**src/rtl/cpu_common.sv**
```systemverilog
// Shared CPU types used by the issue stage.
// Register addresses, writeback ports and scoreboard request bundle.
package cpu_common;

    localparam int WB_PORTS = 4;

    typedef logic [4:0] regaddr_t;
    typedef logic [1:0] wbport_t;

    typedef struct packed {
        regaddr_t rs1;
        logic     rs1_used;
        regaddr_t rs2;
        logic     rs2_used;
        regaddr_t rd;
        logic     rd_write;
        wbport_t  port;
    } sb_req_t;

endpackage

```
**src/rtl/issue_operand_check.sv**
```systemverilog
// Per-operand hazard check against the busy/tag state.
// Reports a pending hazard or a same-cycle forward source.
module issue_operand_check
    import cpu_common::*;
#(
    parameter int REG_COUNT = 32
) (
    input  regaddr_t                  rs,
    input  logic                      used,
    input  logic    [REG_COUNT-1:0]   busy,
    input  wbport_t [REG_COUNT-1:0]   tag,
    input  logic    [REG_COUNT-1:0]   clr,
    output logic                      pend,
    output logic                      fwd_valid,
    output wbport_t                   fwd_port
);

    // Busy and not retiring stalls; busy and retiring now forwards.
    always_comb begin
        pend      = 1'b0;
        fwd_valid = 1'b0;
        fwd_port  = '0;
        if (used && busy[rs]) begin
            if (clr[rs]) begin
                fwd_valid = 1'b1;
                fwd_port  = tag[rs];
            end else begin
                pend = 1'b1;
            end
        end
    end

endmodule

```
**src/rtl/issue_scoreboard.sv**
```systemverilog
// Register scoreboard and issue scheduler for the issue stage.
// Tracks outstanding results and their writeback port.
module issue_scoreboard #(
    parameter int WB_PORTS  = cpu_common::WB_PORTS,
    parameter int REG_COUNT = 32,
    parameter int CNT_W     = 32
) (
    input  logic                  clk_i,
    input  logic                  rst_ni,
    input  logic                  req_valid_i,
    output logic                  req_ready_o,
    input  logic [4:0]            req_rs1_i,
    input  logic                  req_rs1_used_i,
    input  logic [4:0]            req_rs2_i,
    input  logic                  req_rs2_used_i,
    input  logic [4:0]            req_rd_i,
    input  logic                  req_rd_write_i,
    input  logic [1:0]            req_port_i,
    input  logic [5*WB_PORTS-1:0] wb_addr_i,
    input  logic [WB_PORTS-1:0]   wb_valid_i,
    output logic                  fwd_rs1_valid_o,
    output logic [1:0]            fwd_rs1_port_o,
    output logic                  fwd_rs2_valid_o,
    output logic [1:0]            fwd_rs2_port_o,
    output logic [REG_COUNT-1:0]  busy_o,
    output logic                  wb_error_o,
    output logic [CNT_W-1:0]      stall_count_o
);

    import cpu_common::*;

    sb_req_t                  req;
    logic    [REG_COUNT-1:0]  busy_r;
    wbport_t [REG_COUNT-1:0]  tag_r;
    logic    [REG_COUNT-1:0]  clr;
    logic                     pend1;
    logic                     pend2;
    logic                     fwd1_v;
    logic                     fwd2_v;
    wbport_t                  fwd1_p;
    wbport_t                  fwd2_p;
    logic                     waw;
    logic                     ready;
    logic                     fire;
    logic                     bad_wb;
    logic                     err_r;
    logic    [CNT_W-1:0]      cnt_r;

    assign req = '{
        rs1:      req_rs1_i,
        rs1_used: req_rs1_used_i,
        rs2:      req_rs2_i,
        rs2_used: req_rs2_used_i,
        rd:       req_rd_i,
        rd_write: req_rd_write_i,
        port:     req_port_i
    };

    // A busy register retires when its own producer port writes it back.
    always_comb begin
        clr = '0;
        for (int r = 1; r < REG_COUNT; r++) begin
            if (busy_r[r] && wb_valid_i[tag_r[r]] &&
                wb_addr_i[int'(tag_r[r])*5 +: 5] == regaddr_t'(r)) begin
                clr[r] = 1'b1;
            end
        end
    end

    // Any non-zero writeback not owned by that port is unexpected.
    always_comb begin
        bad_wb = 1'b0;
        for (int p = 0; p < WB_PORTS; p++) begin
            if (wb_valid_i[p] && wb_addr_i[p*5 +: 5] != '0) begin
                if (!(busy_r[wb_addr_i[p*5 +: 5]] &&
                      tag_r[wb_addr_i[p*5 +: 5]] == wbport_t'(p))) begin
                    bad_wb = 1'b1;
                end
            end
        end
    end

    issue_operand_check #(.REG_COUNT(REG_COUNT)) u_rs1 (
        .rs        (req.rs1),
        .used      (req.rs1_used),
        .busy      (busy_r),
        .tag       (tag_r),
        .clr       (clr),
        .pend      (pend1),
        .fwd_valid (fwd1_v),
        .fwd_port  (fwd1_p)
    );

    issue_operand_check #(.REG_COUNT(REG_COUNT)) u_rs2 (
        .rs        (req.rs2),
        .used      (req.rs2_used),
        .busy      (busy_r),
        .tag       (tag_r),
        .clr       (clr),
        .pend      (pend2),
        .fwd_valid (fwd2_v),
        .fwd_port  (fwd2_p)
    );

    // Destination still owned by an older producer blocks issue.
    always_comb begin
        waw = req.rd_write && req.rd != '0 &&
              busy_r[req.rd] && !clr[req.rd];
    end

    // Grant is gated off while reset is held.
    always_comb begin
        ready           = rst_ni && !(pend1 || pend2 || waw);
        fire            = req_valid_i && ready;
        req_ready_o     = ready;
        fwd_rs1_valid_o = rst_ni && fwd1_v;
        fwd_rs1_port_o  = rst_ni ? fwd1_p : '0;
        fwd_rs2_valid_o = rst_ni && fwd2_v;
        fwd_rs2_port_o  = rst_ni ? fwd2_p : '0;
    end

    // Retire on writeback, then reserve rd on issue; set wins.
    always_ff @(posedge clk_i or negedge rst_ni) begin
        if (!rst_ni) begin
            busy_r <= '0;
            tag_r  <= '0;
        end else begin
            busy_r <= busy_r & ~clr;
            if (fire && req.rd_write && req.rd != '0) begin
                busy_r[req.rd] <= 1'b1;
                tag_r[req.rd]  <= req.port;
            end
        end
    end

    // Sticky unexpected-writeback flag.
    always_ff @(posedge clk_i or negedge rst_ni) begin
        if (!rst_ni) begin
            err_r <= 1'b0;
        end else if (bad_wb) begin
            err_r <= 1'b1;
        end
    end

    // Saturating count of cycles a valid request was held off.
    always_ff @(posedge clk_i or negedge rst_ni) begin
        if (!rst_ni) begin
            cnt_r <= '0;
        end else if (req_valid_i && !ready && cnt_r != '1) begin
            cnt_r <= cnt_r + 1'b1;
        end
    end

    assign busy_o        = busy_r;
    assign wb_error_o    = err_r;
    assign stall_count_o = cnt_r;

endmodule

```
**config.mk**
```make
export PLATFORM = sky130hd
export DESIGN_NAME = issue_scoreboard
export DESIGN_NICKNAME = d
export VERILOG_FILES = /design/src/rtl/cpu_common.sv /design/src/rtl/issue_operand_check.sv /design/src/rtl/issue_scoreboard.sv
export SDC_FILE = /design/constraint.sdc
export NUM_CORES = 1
export LEC_CHECK = 0
export CELL_PAD_IN_SITES_DETAIL_PLACEMENT = 0
export CELL_PAD_IN_SITES_GLOBAL_PLACEMENT = 1
export CORE_ASPECT_RATIO = 1.5
export CORE_MARGIN = 1.5
export CORE_UTILIZATION = 49
export DETAILED_ROUTE_END_ITERATION = 7
export PLACE_DENSITY_LB_ADDON = 0.1
export SETUP_SLACK_MARGIN = 0.5
export SLEW_MARGIN = 15
export SYNTH_ARGS = -nofsm -noshare
export SYNTH_HDL_FRONTEND = slang
export SYNTH_SLANG_ARGS = --single-unit
```
**constraint.sdc**
```tcl
create_clock -name clk_i -period 9.2 [get_ports clk_i]
set_input_delay 1.84 -clock clk_i [delete_from_list [all_inputs] [get_ports clk_i]]
set_output_delay 1.84 -clock clk_i [all_outputs]
set_load 0.03 [all_outputs]
```
# ---- Yosys cells after proc, flatten, opt, wreduce, memory -nomap -nowiden
# Cells that the tools add are included.
dict set report op_classes {
  n_eq_ne 35
  muxes 153
  reduce_logical 95
  magnitude_cmp 39
  bitwise 3
  add_sub_neg 1
  n_mul 31
  shifts 31
}
# operator count
set op_table {}
lappend op_table {{$shiftx 20x6->5} 31}
lappend op_table {{$mul 2x3->5 const B} 31}
lappend op_table {{$lt 2x3->1 const B} 31}
lappend op_table {{$mux 1} 89}
lappend op_table {{$logic_and 1x1->1} 84}
lappend op_table {{$eq 5x5->1 const B} 16}
lappend op_table {{$bwmux 64} 1}
lappend op_table {{$bmux 1 s2} 31}
lappend op_table {{$bmux 2 s5} 6}
lappend op_table {{$bmux 1 s5} 10}
lappend op_table {{$lt 5x6->1 const B} 7}
lappend op_table {{$eq 5x4->1 const B} 8}
lappend op_table {{$add 32x1->32 const B} 1}
lappend op_table {{$and 32x32->32} 1}
lappend op_table {{$mux 32} 1}
lappend op_table {{$ne 32x32->1 const B} 1}
lappend op_table {{$not 32->32} 1}
lappend op_table {{$or 32x32->32} 1}
lappend op_table {{$mux 2} 13}
lappend op_table {{$reduce_bool 5->1} 5}
lappend op_table {{$eq 5x3->1 const B} 4}
lappend op_table {{$demux 2 s5} 1}
lappend op_table {{$eq 5x2->1 const B} 2}
lappend op_table {{$demux 1 s5} 1}
lappend op_table {{7 further kinds} 11}
dict set report word_totals {
  word_cells 423
  inputBits 47
  output_inout_bits 72
  regBits 129
}

# ---- Longest topological paths before layout
# Gate-level depths: netlist of the first run.
dict set report depth {
  ltp_word 17
  depth_mapped 15
  ltp_nobuf 12
}

# ---- Cells and area by module
# Synthesis of the first run repeated with hierarchy kept, for this count alone.
dict set report unflattened {
  hier_cells 1396
  hier_area_um2 13018.7
}
# module seq_area_each_um2 n_inst area_each_um2 cells_each
set by_module_without_submodules {}
lappend by_module_without_submodules {issue_scoreboard 3228.1 1 10498.8 1162}
lappend by_module_without_submodules {issue_operand_check 0.0 2 1260.0 117}

# ---- Worst setup path after synthesis of the first run
# No wires, ideal clock.
dict set report synth_timing {
  path_kind {input -> output}
  from {in wb_addr_i[11]}
  to {out fwd_rs2_port_o[0]}
  path_buffers 2
  arrival_ns 5.491
  path_slack_ns 1.869
  path_stages 11
  t_required_ns 7.360
  path_cell_list {buf_6 -> or3b_1 -> buf_2 -> or4_1 -> o21ai_1 -> a311o_2 -> o21ai_2 -> a2111oi_2 -> nor2_1 -> nor4_1 -> a21boi_0}
}
dict set report synth_between {
  elab_chain_cells 9
  word_cells_on_any_way 129
  classes_between {eq/ne: 31; shift: 31; mux: 36; reduce/logical: 31}
}
# element line_no
set synth_lines {}
lappend synth_lines {{from (decl)} issue_scoreboard.sv:19} ;# input logic [5*WB_PORTS-1:0] wb_addr_i,
lappend synth_lines {{$shiftx 20x6->5} issue_scoreboard.sv:64} ;# wb_addr_i[int'(tag_r[r])*5 +: 5] == regaddr_t'(r)) begin
lappend synth_lines {{$eq 5x1->1 (tied with other cells)} issue_scoreboard.sv:64}
lappend synth_lines {{$logic_and 1x1->1} issue_scoreboard.sv:63} ;# if (busy_r[r] && wb_valid_i[tag_r[r]] &&
lappend synth_lines {{$mux 1} issue_scoreboard.sv:63}
lappend synth_lines {{$bmux 1 s5 *} issue_operand_check.sv:24} ;# if (clr[rs]) begin
lappend synth_lines {{$mux 1 (implied by the code) *} issue_operand_check.sv:24}
lappend synth_lines {{$mux 2 *} issue_operand_check.sv:24}
lappend synth_lines {{$mux 2 *} issue_operand_check.sv:23} ;# if (used && busy[rs]) begin
lappend synth_lines {{$mux 2 *} issue_scoreboard.sv:119} ;# fwd_rs2_port_o = rst_ni ? fwd2_p : '0;
lappend synth_lines {{to (decl)} issue_scoreboard.sv:24} ;# output logic [1:0] fwd_rs2_port_o,
# Every way passes the cells marked *; elsewhere a longest branch is shown, timed or not. The select of a mux whose other input is x is not followed.

# ---- Final worst setup path of the first run
dict set report layout_timing {
  from {in wb_addr_i[8]}
  to {out fwd_rs2_port_o[1]}
}
# The elaborated chain is that of the path after synthesis.

==> results.cfg, run 1 <==
[run_status]
status = finished clean

[sta]
timing.final.hold_violations = 0
setup_violations = 0
worstMarginPinSlew_ns = 1.069
finalCritPeriodShare_pct = 91.38
relSlewSlack_pct = 28.71
finClkSkew_ns = 0.01546
finalMaxSlewViolations = 0
rsz0062_at_grt = no
finalCriticalPeriod_ns = 8.407
max_freq_ghz = 0.1190
setup_tns_ns = 0

[pwr]
switching_share_pct = 38.68
p_int_mw = 1.263
ir_drop_uv = 177.0
power_switching_mw = 0.7966
seqPwrFrac_pct = 37.9
leakage_nw = 5.257
power.share.clock_pct = 34.1
power_density_nw_per_um2 = 146.9
pwr-share-comb_pct = 28.0

[layout]
final_cell_mix = nand2_1, dfrtp_1, clkdlybuf4s50_1
final_nets = 1472
final_common_cell = nand2_1
utilization_pct = 57.56
antenna_cells = 0
area_growth_pct = 15.28
final_layout_size_suffix_gt1_share_pct = 13.64
fill_cells = 2321
stdcell_count = 1761

[global_routing]
grt_pass1_wl_um = 83300
grt_pass1_vias = 12800
grt_max_degree = 76
grt.overflow.total = 0
antenna_found_initial = 0
grtUsageTotal_pct = 44.05

[floorplanning]
num_rows = 70
core_um2 = 24350
die_area_um2 = 25780
io_pins = 119
die_h_um = 195.9
start_util_pct = 49.93
die_w_um = 131.6

[setup_path]
cp_top_family = simple AND/OR/NAND/NOR gates
crit_chain = clkdlybuf4s50_1, buf_4, nor3b_1, nand3_1, a21boi_0, or3_1, a21oi_1, nor4_1, nor3_1, nor4_1, a21boi_0, clkdlybuf4s50_1
crit_fanout = 8
arrival_ns = 6.57
slowest_delay_ns = 0.75
path_buf_inv = 3
cp-start-kind = primary input
cp_data_required_time_ns = 7.36
slowest_stage = nor3b_1
end_kind = primary output
path_class = in2out

[min_path]
hp-class = reg2reg

[placed_design]
place_inst = 1729
io_buffers = 118
hpwl_um = 43230
gp_congestion = 1.063

[yosys]
synth_edf_count = 0
syn-cell-area_um2 = 12160
syn_nets = 1431
yosysWarningCount = 0
ys_ff_latch = 129
synth_cells = 1383
synth_ff_type = dfrtp_1
syn_avg_cell_area_um2 = 8.790
synth.distinct_cells = 98
ys_seq_area_share_pct = 26.55
synthArstFlopShare_pct = 100.0

[route]
firstDrtPassIters = 6
drtAntennaViolNets = 0
wl_per_cell_um = 32.42
drc_errors = 0
drt-initial-drc-count = 1614
num_vias = 13120
wl_um = 57100
vias_per_cell = 7.450

[clock_network]
cts_setup_buffers = 0
cts_buffers = 17
cts.sinks = 129
h-tree-depth = 4
cts_hold_buf = 0
cts_tree = built
clkLatencyLatePin_ns = 0.45
post_cts_resized = 0
clkTransAtPathRegs_ns = 0.06
root_buffer = clkbuf_16
cts_max_path_buffers = 2

[flow_run]
drv_cap = 0
[metal layers]
metal	vias up	track usage (%)	wire length, um
met5	-	0	0
met4	0	30.86	4743
met3	281	8.553	6015
met2	1088	72.09	26690
met1	6368	52.16	19640
li1	5383	-	-
[sequential cells by signal, indices dropped and copies added (netlist names)]
signal,cells
busy_o,32
tag_r,64
wb_error_o,1
stall_count_o,32
[power groups by stage]
stage / Clock (mW) / Sequential (mW) / Combinational [mW]
floorplan: 0 / 0.748 / 0.312
finish: 0.703 / 0.780 / 0.576
global placement: 0 / 0.772 / 0.558
detailed placement: 0 / 0.773 / 0.562
CTS: 0.707 / 0.764 / 0.565
global route: 0.730 / 0.776 / 0.601
[through the flow]
step	hold slack (ns)	power, mW	instance area, um^2	worst slack [ns]
after floorplan	0.4413	1.060	12160	1.869
after global placement	0.3773	1.330	13430	1.008
after detailed placement	0.3846	1.335	13430	0.9931
after CTS	0.4000	2.036	14020	0.9573
after global routing	0.4065	2.107	14010	0.6600
final	0.4034	2.059	14010	0.7933
[synth_stat cells, drive strengths merged (5+ instances only)]
| cell | n | area, um^2 |
|---|---|---|
| a32oi | 5 | 43.79 |
| dfrtp | 129 | 3228 |
| or2 | 5 | 33.79 |
| o21ai | 41 | 209.0 |
| nor4 | 22 | 137.6 |
| or3 | 9 | 56.30 |
| xnor2 | 30 | 262.8 |
| nand3b | 18 | 135.1 |
| buf | 30 | 163.9 |
| a221oi | 6 | 52.55 |
| inv | 21 | 78.82 |
| or4 | 11 | 86.33 |
| nand4 | 33 | 206.5 |
| o22ai | 19 | 118.9 |
| a211oi | 14 | 110.1 |
| nand2b | 27 | 168.9 |
| nor3b | 14 | 105.1 |
| o311ai | 11 | 96.34 |
| nor2b | 24 | 150.1 |
| a32o | 7 | 70.07 |
| mux4 | 66 | 1486 |
| and3b | 11 | 96.34 |
| nor2 | 88 | 335.3 |
| a21oi | 36 | 180.2 |
| a31oi | 22 | 137.6 |
| mux2 | 72 | 810.8 |
| o211ai | 10 | 75.07 |
| nor3 | 51 | 255.2 |
| and2 | 13 | 81.33 |
| o32ai | 10 | 95.10 |
| clkbuf | 94 | 356.6 |
| o31ai | 8 | 60.06 |
| a22oi | 7 | 52.55 |
| mux2i | 19 | 190.2 |
| nand2 | 162 | 608.1 |
| and3 | 26 | 162.7 |
| or3b | 10 | 87.58 |
| o41ai | 5 | 62.56 |
| nand3 | 101 | 630.6 |
| o221ai | 15 | 131.4 |
[final cells by class]
cell class,count,area (um^2),area share [%]
Clock buffer,19,442.9,3.160
Clock inverter,13,150.1,1.071
Inverter,25,93.84,0.6696
Multi-Input combinational cell,1105,8314,59.32
Sequential cell,129,3228,23.03
Tap cell,324,405.4,2.893
Timing Repair Buffer,146,1380,9.847
[cell families after synthesis]
logic type / count (synthesis) / share of synthesized area [%]
adder cells (fa/ha/maj): 1 / 0.1029
XOR/XNOR: 31 / 2.233
flip-flops: 129 / 26.55
AND/OR/NAND/NOR: 642 / 28.92
AO/OA/AOI/OAI: 274 / 16.67
multiplexers: 157 / 20.46
buffers and inverters: 149 / 5.053
[worst paths after layout]
check / startpoint / endpoint / slack [ns] / depth (start not counted)
min reg2reg: tag_r[0] / tag_r[0] / 0.40 / 0
max reg2reg: busy_o[21] / tag_r[30] / 4.89 / 12
min in group asynchronous: rst_ni / busy_o[14] / 1.43 / 1
min: tag_r[0] / tag_r[0] / 0.40 / 0
max in group asynchronous: rst_ni / tag_r[12] / 6.48 / 2
max: wb_addr_i[8] / fwd_rs2_port_o[1] / 0.79 / 12
No activity file was read; power rests on OpenSTA's default activity.
==> run 2, diff against run 1 <==
CORE_UTILIZATION = 50   (was 49)
CTS_BUF_LIST = sky130_fd_sc_hd__clkbuf_4 sky130_fd_sc_hd__clkbuf_8   (was not set)
==> results.cfg, run 2 (synthesis results as in run 1) <==
[run_status]
status = finished clean

[route]
drt-initial-drc-count = 1781
wl_per_cell_um = 32.20
num_vias = 13150
wl_um = 56680
firstDrtPassIters = 5
drtAntennaViolNets = 0
vias_per_cell = 7.469
drc_errors = 0

[clock_network]
cts_hold_buf = 0
clkLatencyLatePin_ns = 0.46
clkTransAtPathRegs_ns = 0.09
cts_setup_buffers = 0
cts_tree = built
h-tree-depth = 4
post_cts_resized = 0
cts_max_path_buffers = 2
cts_buffers = 17
cts.sinks = 129
root_buffer = clkbuf_8

[setup_path]
slowest_stage = or3b_1
crit_fanout = 18
end_kind = primary output
path_class = in2out
arrival_ns = 6.49
path_common_cell = clkdlybuf4s50_1
cp_data_required_time_ns = 7.36
slowest_delay_ns = 0.74
cp-start-kind = primary input
crit_chain = clkdlybuf4s50_1, or3b_1, o31ai_1, a22o_1, nand2_1, o2111a_1, a2111oi_2, nor2_1, nor4_1, a21boi_0, clkdlybuf4s50_1

[floorplanning]
io_pins = 119
core_um2 = 23830
die_w_um = 130.3
die_area_um2 = 25280
die_h_um = 194.0
start_util_pct = 51.02
num_rows = 69

[global_routing]
grt.overflow.total = 0
gr-usage-met3_pct = 10.29
use_met2_pct = 69.90
grt_max_degree = 74
grt_pass1_vias = 12760
busiest_layer = met2
grtUsageTotal_pct = 45.20
grt.met1_usage_pct = 53.43
grt_pass1_wl_um = 81800
antenna_found_initial = 1

[sta]
relSlewSlack_pct = 20.03
setup_violations = 0
layout_setup_ws_ns = 0.8736
max_freq_ghz = 0.1201
finalCritPeriodShare_pct = 90.50
finalMaxSlewViolations = 0
timing.final.hold_violations = 0
worstMarginPinSlew_ns = 1.196
rsz0062_at_grt = no
setup_tns_ns = 0
timing.hold.ws_ns = 0.4220
finalCriticalPeriod_ns = 8.326
finClkSkew_ns = 0.01193

[placed_design]
dp_slack_ns = 1.113
gp_congestion = 1.096
hpwl_um = 43470
io_buffers = 118

[layout]
largest_reg_flops = 64
final_nets = 1477
final_common_cell = nand2_1
final_layout_size_suffix_gt1_share_pct = 14.02
fill_cells = 2153
antenna_cells = 0
largest_register = tag_r
final_cell_mix = nand2_1, dfrtp_1, clkdlybuf4s50_1
area_growth_pct = 14.11

[min_path]
hp-class = reg2reg

[pwr]
ir_drop_uv = 160.4
power_mw = 1.895
power_density_nw_per_um2 = 136.6
leakage_nw = 5.214

[flow_run]
drv_cap = 0
-- run 2: changes by cell type in the layout (fill, tap and decap cells not counted), moves of 2 or more --
cell        previous run  this run
buf_4                 27        32
clkbuf_16             17         0
clkbuf_8               1        20
clkinvlp_4             5         3
inv_6                  6         3
-- run 2: critical path, delay by kind of cell --
family | cells | cell delay [ns]
buffers and inverters | 2 | 1.44
AND/OR/NAND/NOR | 4 | 1.35
AO/OA/AOI/OAI | 5 | 1.83
-- run 2: where the power goes --
group	total (mW)	switching (mW)	internal, mW
Combinational	0.580	0.345	0.235
Sequential	0.775	0.158	0.618
Clock	0.539	0.249	0.291
Total	1.89	0.752	1.14
-- run 2: path summary, 6_finish.rpt --
path	startpoint	to	slack [ns]	cells past startpoint
hold reg to reg	tag_r[1]	tag_r[1]	0.42	0
hold / removal	tag_r[1]	tag_r[1]	0.42	0
max in group asynchronous	rst_ni	tag_r[10]	6.54	2
min in group asynchronous	rst_ni	stall_count_o[28]	1.39	1
setup / recovery	wb_addr_i[1]	fwd_rs2_port_o[1]	0.87	11
setup reg to reg	tag_r[26]	stall_count_o[30]	4.98	12
-- run 2: per-stage QoR --
step                      area, um^2  std cells  utilization [%]
after detailed placement       13430       1727            56.36
after CTS                      13860       1758            58.16
final                          13870       1760            58.22
after floorplan                12160       1383                -
after global routing           13870       1760            58.22
after global placement         13430       1727            56.36
-- run 2: cell type report --
class                   instances  area (um^2)  share of cell area [%]
clock buffers                  20        275.3                   1.984
clock inverters                11        152.6                   1.100
inverters                      25        93.84                  0.6765
multi-input cells            1105         8320                   59.98
flip-flops and latches        129         3228                   23.27
well taps                     319        399.1                   2.877
repair buffers                151         1403                   10.11
-- run 2: per-layer routing --
| metal | wire length (um) | part of all wire, % |
|---|---|---|
| met4 | 5308 | 9.4 |
| met1 | 19290 | 34 |
| met5 | 13 | 0.023 |
| met3 | 6105 | 11 |
| met2 | 25960 | 46 |
